`config.mk`:
```
export PLATFORM = sky130hd
export DESIGN_NAME = rx_bit_timer
export DESIGN_NICKNAME = d
export VERILOG_FILES = /design/src/rtl/rx_bit_timer.sv
export SDC_FILE = /design/constraint.sdc
export NUM_CORES = 1
export LEC_CHECK = 0
export CORE_MARGIN = 5
export CORE_UTILIZATION = 43
export CTS_BUF_LIST = sky130_fd_sc_hd__clkbuf_2
export DETAILED_ROUTE_END_ITERATION = 16
export GPL_TIMING_DRIVEN = 0
export PLACE_DENSITY = 0.71
export SYNTH_ARGS = -nofsm -noshare
export SYNTH_HDL_FRONTEND = slang
export SYNTH_SLANG_ARGS = --single-unit
```
`constraint.sdc`:
```
create_clock -name CLK -period 2.4 [get_ports CLK]
set_input_delay 0.48 -clock CLK [delete_from_list [all_inputs] [get_ports CLK]]
set_output_delay 0.48 -clock CLK [all_outputs]
set_load 0.05 [all_outputs]
```
`src/rtl/rx_bit_timer.sv`:
```
// rx_bit_timer
// ------------
// Bit-timing controller for the serial receive path. It sits in front of a
// flex counter, drives that counter's clear / count_enable / rollover_val and
// treats the counter's rollover_flag as the bit-period tick.
//
// Each frame has one start bit (0), DATA_BITS data bits sent LSB first, and one
// stop bit (1). The line is sampled in the middle of each bit. After the stop
// bit, the received byte is presented with a one-cycle data_valid pulse.
//
// Parameters
//   NUM_CNT_BITS  width of the counter rollover value (BIT_PERIOD must fit)
//   BIT_PERIOD    clock cycles per serial bit (even, >= 4)
//   DATA_BITS     data bits per frame
//
// Ports
//   CLK                in   clock, rising edge
//   nRST               in   asynchronous active-low reset
//   start_detected     in   falling-edge-of-line pulse from the synchroniser
//   serial_in          in   synchronised serial line, idle high
//   cnt_rollover_flag  in   bit-period tick from the flex counter
//   cnt_clear          out  counter clear
//   cnt_enable         out  counter count enable
//   cnt_rollover_val   out  counter rollover value
//   shift_strobe       out  one-cycle pulse per sampled bit (data and stop)
//   rx_data            out  last received byte, held until the next frame completes
//   data_valid         out  one-cycle pulse when rx_data has just been updated
//   framing_error      out  stop bit was sampled as 0; held until the next start
//   busy               out  frame in progress
module rx_bit_timer #(
  parameter int NUM_CNT_BITS = 4,
  parameter int BIT_PERIOD   = 10,
  parameter int DATA_BITS    = 8
) (
  input  logic                    CLK,
  input  logic                    nRST,
  input  logic                    start_detected,
  input  logic                    serial_in,
  input  logic                    cnt_rollover_flag,
  output logic                    cnt_clear,
  output logic                    cnt_enable,
  output logic [NUM_CNT_BITS-1:0] cnt_rollover_val,
  output logic                    shift_strobe,
  output logic [DATA_BITS-1:0]    rx_data,
  output logic                    data_valid,
  output logic                    framing_error,
  output logic                    busy
);

  localparam int IDX_W = $clog2(DATA_BITS + 1);
  localparam logic [NUM_CNT_BITS-1:0] FULL_VAL = NUM_CNT_BITS'(BIT_PERIOD);
  localparam logic [NUM_CNT_BITS-1:0] HALF_VAL = NUM_CNT_BITS'(BIT_PERIOD / 2);
  localparam logic [IDX_W-1:0]        STOP_IDX = IDX_W'(DATA_BITS);

  typedef enum logic [2:0] {
    IDLE = 3'd0,
    HALF = 3'd1,
    CLR  = 3'd2,
    RUN  = 3'd3,
    DONE = 3'd4
  } state_t;

  state_t                 state_q, state_d;
  logic [IDX_W-1:0]       bit_idx_q, bit_idx_d;
  logic [DATA_BITS-1:0]   shift_q, shift_d;
  logic [DATA_BITS-1:0]   rx_data_q, rx_data_d;
  logic                   strobe_q, strobe_d;
  logic                   ferr_q, ferr_d;

  // Each bit-period tick in RUN is one line sample. The strobe is registered,
  // so it appears in the cycle after the sample.
  logic sample;
  assign sample = (state_q == RUN) && cnt_rollover_flag;

  always_comb begin
    state_d          = state_q;
    bit_idx_d        = bit_idx_q;
    shift_d          = shift_q;
    rx_data_d        = rx_data_q;
    ferr_d           = ferr_q;
    strobe_d         = sample;
    cnt_clear        = 1'b1;
    cnt_enable       = 1'b0;
    cnt_rollover_val = FULL_VAL;
    busy             = 1'b0;
    data_valid       = 1'b0;

    unique case (state_q)
      IDLE: begin
        if (start_detected) begin
          state_d = HALF;
          ferr_d  = 1'b0;
        end
      end

      // Count half a bit so that later samples land mid-bit. The line must
      // still be low here, otherwise the start pulse was a glitch.
      HALF: begin
        cnt_clear        = 1'b0;
        cnt_enable       = 1'b1;
        cnt_rollover_val = HALF_VAL;
        busy             = 1'b1;
        if (cnt_rollover_flag) begin
          state_d = serial_in ? IDLE : CLR;
        end
      end

      // Restart the counter from zero so the full-period ticks are phased
      // relative to the mid-start-bit sample.
      CLR: begin
        busy      = 1'b1;
        bit_idx_d = '0;
        state_d   = RUN;
      end

      RUN: begin
        cnt_clear  = 1'b0;
        cnt_enable = 1'b1;
        busy       = 1'b1;
        if (cnt_rollover_flag) begin
          if (bit_idx_q == STOP_IDX) begin
            // Stop-bit sample. The index is left at STOP_IDX instead of
            // being incremented, so it cannot wrap when DATA_BITS+1 is a
            // power of two.
            rx_data_d = shift_q;
            ferr_d    = ~serial_in;
            state_d   = DONE;
          end else begin
            // Bits arrive LSB first, so shift in from the MSB side.
            shift_d   = {serial_in, shift_q[DATA_BITS-1:1]};
            bit_idx_d = bit_idx_q + IDX_W'(1);
          end
        end
      end

      DONE: begin
        data_valid = 1'b1;
        state_d    = IDLE;
      end

      default: begin
        state_d = IDLE;
      end
    endcase
  end

  always_ff @(posedge CLK, negedge nRST) begin
    if (!nRST) begin
      state_q   <= IDLE;
      bit_idx_q <= '0;
      shift_q   <= '0;
      rx_data_q <= '0;
      strobe_q  <= 1'b0;
      ferr_q    <= 1'b0;
    end else begin
      state_q   <= state_d;
      bit_idx_q <= bit_idx_d;
      shift_q   <= shift_d;
      rx_data_q <= rx_data_d;
      strobe_q  <= strobe_d;
      ferr_q    <= ferr_d;
    end
  end

  assign shift_strobe  = strobe_q;
  assign rx_data       = rx_data_q;
  assign framing_error = ferr_q;

endmodule

```
==> results.toml <==
[run_status]
status = "complete, no violations"

[place]
gp_congestion = 0.7207
placed_area_mm2 = 0.001375
hpwlAfterDp_mm = 1.401
dp.cells = 139
portBuffers = 22

[yosys]
synth_area_per_cell_um2 = 12.80
ys_ff_latch = 25
synth_edf_count = 0
synth_top_flop_cell = "dfrtp_1"
synthTopCellsByArea = "dfrtp_1 (56%), mux2_2 (16%), mux2i_1 (3.6%), nand2_1 (2.4%), ha_1 (2.2%)"
netlist.area_leader.share = 0.5618
yosys_warnings = 0
syn_area_mm2 = 0.001114
async_reset_ff_frac = 1.000
synth_top_area_cell = "dfrtp_1"
syn_nets = 94
yosysSeqAreaShare = 0.5618
synth.distinct_cells = 27
syn_inst = 87

[layout]
final_nets = 121
final_layout_size_suffix_gt1_frac = 0.3009
final_area_mm2 = 0.001384
fin_cells = 143
layout_commonest_cell = "dfrtp_1"
syn_to_final_growth_pct = 24.27
n_fill_cell = 227
layout_common_cells = "dfrtp_1 (24), mux2_2 (16), clkdlybuf4s50_1 (16)"
n_antenna_cell = 0

[clocking]
cts.sink_count = 25
cts_buffers = 3
clkTransAtPathRegs_ns = 0.22
clk_path_buf_depth = 2
htreeDepth = 1
cts_setup_buffers = 0
root_buffer = "clkbuf_2"
cts_tree = "done"
clk_latency_ns = 0.32

[hold_path]
hold_path_class = "register to register"

[sta]
finalCriticalPeriod_ns = 2.314
fin_tns_setup_ns = 0
setup_viol = 0
worst_pin_slew_ns = 1.088
drv_slew = 0
fin_crit_sh = 0.9642
clock_skew_ns = 0.005482
hold_viol = 0
fmax_mhz = 432.1
rsz0062_at_grt = "false"
slew_headroom = 0.2727

[floorplanning]
num_io_pins = 23
initial_core_util = 0.4495
dieWidth_um = 60.89
die_height_um = 60.89
core_mm2 = 0.002477
die_area_mm2 = 0.003708
num_rows = 18

[grt]
antenna_found_initial = 0
grt_pass1_vias = 766
grt-ovfl-total = 0
grt_max_degree = 26
grt_use_total = 0.1143
grt_pass1_wl_mm = 3.187

[setup_path]
critical_path_class = "register to output pin"
slowest_stage = "clkdlybuf4s50_1"
critPathMaxFanout = 6
worstPathCellList = "nor2b_4 > inv_2 > clkdlybuf4s50_1"
endpoint_kind = "output pin"
critPathLaunchType = "register"
regToRegSetupSlack_ns = 0.49
arrival_ns = 1.83
critPathRequiredTime_ns = 1.92
slowest_delay_ns = 0.80

[route]
totalWireLength_mm = 1.892
first_pass_iters = 2
routedWlPerCell_um = 13.23
vias_per_cell = 5.014
final_antenna_net_count = 0
drc_errors = 0
num_vias = 717
drt_iter0_markers = 5

[job]
cap_violations = 0

[power_and_ir_drop]
leakagePower_nw = 0.6524
power.density_mw_per_mm2 = 1424
peakVddDrop_mv = 0.7947
==> where the power goes <==
part           switching (mW)  internal [mW]  leakage (nW)
logic                   0.670          0.431         0.322
clock network           0.118         0.0378        0.0164
registers               0.120          0.595         0.314
==> critical path: cells and delay by family, from the launching register on <==
kind,cells,cell delay [ns]
buf+inv,2,0.87
flops,1,0.48
simple gates,1,0.15
==> state kept, by name, summed over array words and instances, names as in the netlist <==
register,flops
rx_data,8
shift_q,8
bit_idx_q,4
state_q,3
framing_error,1
shift_strobe,1
==> area by class of cell <==
| cell class | count | area, um2 | area share |
|---|---|---|---|
| Tap cell | 30 | 37.54 | 0.02712 |
| Inverter | 6 | 26.28 | 0.01899 |
| Clock buffer | 3 | 15.01 | 0.01085 |
| Timing Repair Buffer | 22 | 207.7 | 0.1501 |
| Multi-Input combinational cell | 52 | 441.7 | 0.3192 |
| Sequential cell | 25 | 626.9 | 0.4530 |
| Clock inverter | 1 | 5.005 | 0.003617 |
| Buffer | 4 | 23.77 | 0.01718 |
==> logic make-up after synthesis <==
family / Yosys count / share of synthesized area
compound gates: 8 / 0.04606
buf+inv: 10 / 0.04156
mux: 20 / 0.1978
xor+xnor: 1 / 0.007867
flops: 25 / 0.5618
fa+ha+maj: 2 / 0.02247
simple gates: 21 / 0.1225
==> routing by layer <==
metal / routed length [um] / global-route usage
met1: 858 / 0.1353
met2: 915 / 0.2092
met3: 119 / 0.02553
met4: 0 / 0.02786
met5: 0 / 0
==> final timing paths <==
check	startpoint	end	depth (start not counted)
setup / recovery	state_q[0]	cnt_clear	3
hold / removal	shift_q[0]	shift_q[0]	1
setup reg to reg	bit_idx_q[0]	rx_data[0]	5
hold reg to reg	shift_q[0]	shift_q[0]	1
max in group asynchronous	nRST	state_q[2]	1
min in group asynchronous	nRST	state_q[0]	1
==> metrics by stage <==
step	total power, mW	hold WS (ns)	worst slack, ns	util
2_1_floorplan	1.532	0.1844	0.06318	-
3_3_place_gp	1.833	0.4827	0.06900	0.5551
3_5_place_dp	1.870	0.4911	0.05354	0.5551
4_1_cts	2.010	0.5383	0.01938	0.5606
5_1_grt	2.104	0.5653	0.004635	0.5586
6_report	1.971	0.5329	0.08590	0.5586
==> synth_stat cells (all sizes together) (2+ instances only) <==
cell	number
and2	2
inv	6
nor2	2
dfrtp	25
mux2i	4
clkbuf	2
ha	2
a211oi	3
nand2	8
buf	2
nor2b	2
a21oi	3
mux2	16
==> timing repair <==
| item | CTS | global route |
|---|---|---|
| pin swaps | 0 | 0 |
| endpoints found under the setup margin | 5 | 5 |
| hold buffers | 0 | 0 |
| gates resized for setup | 7 | 5 |
Note: power is estimated with default switching activity, not from simulation.
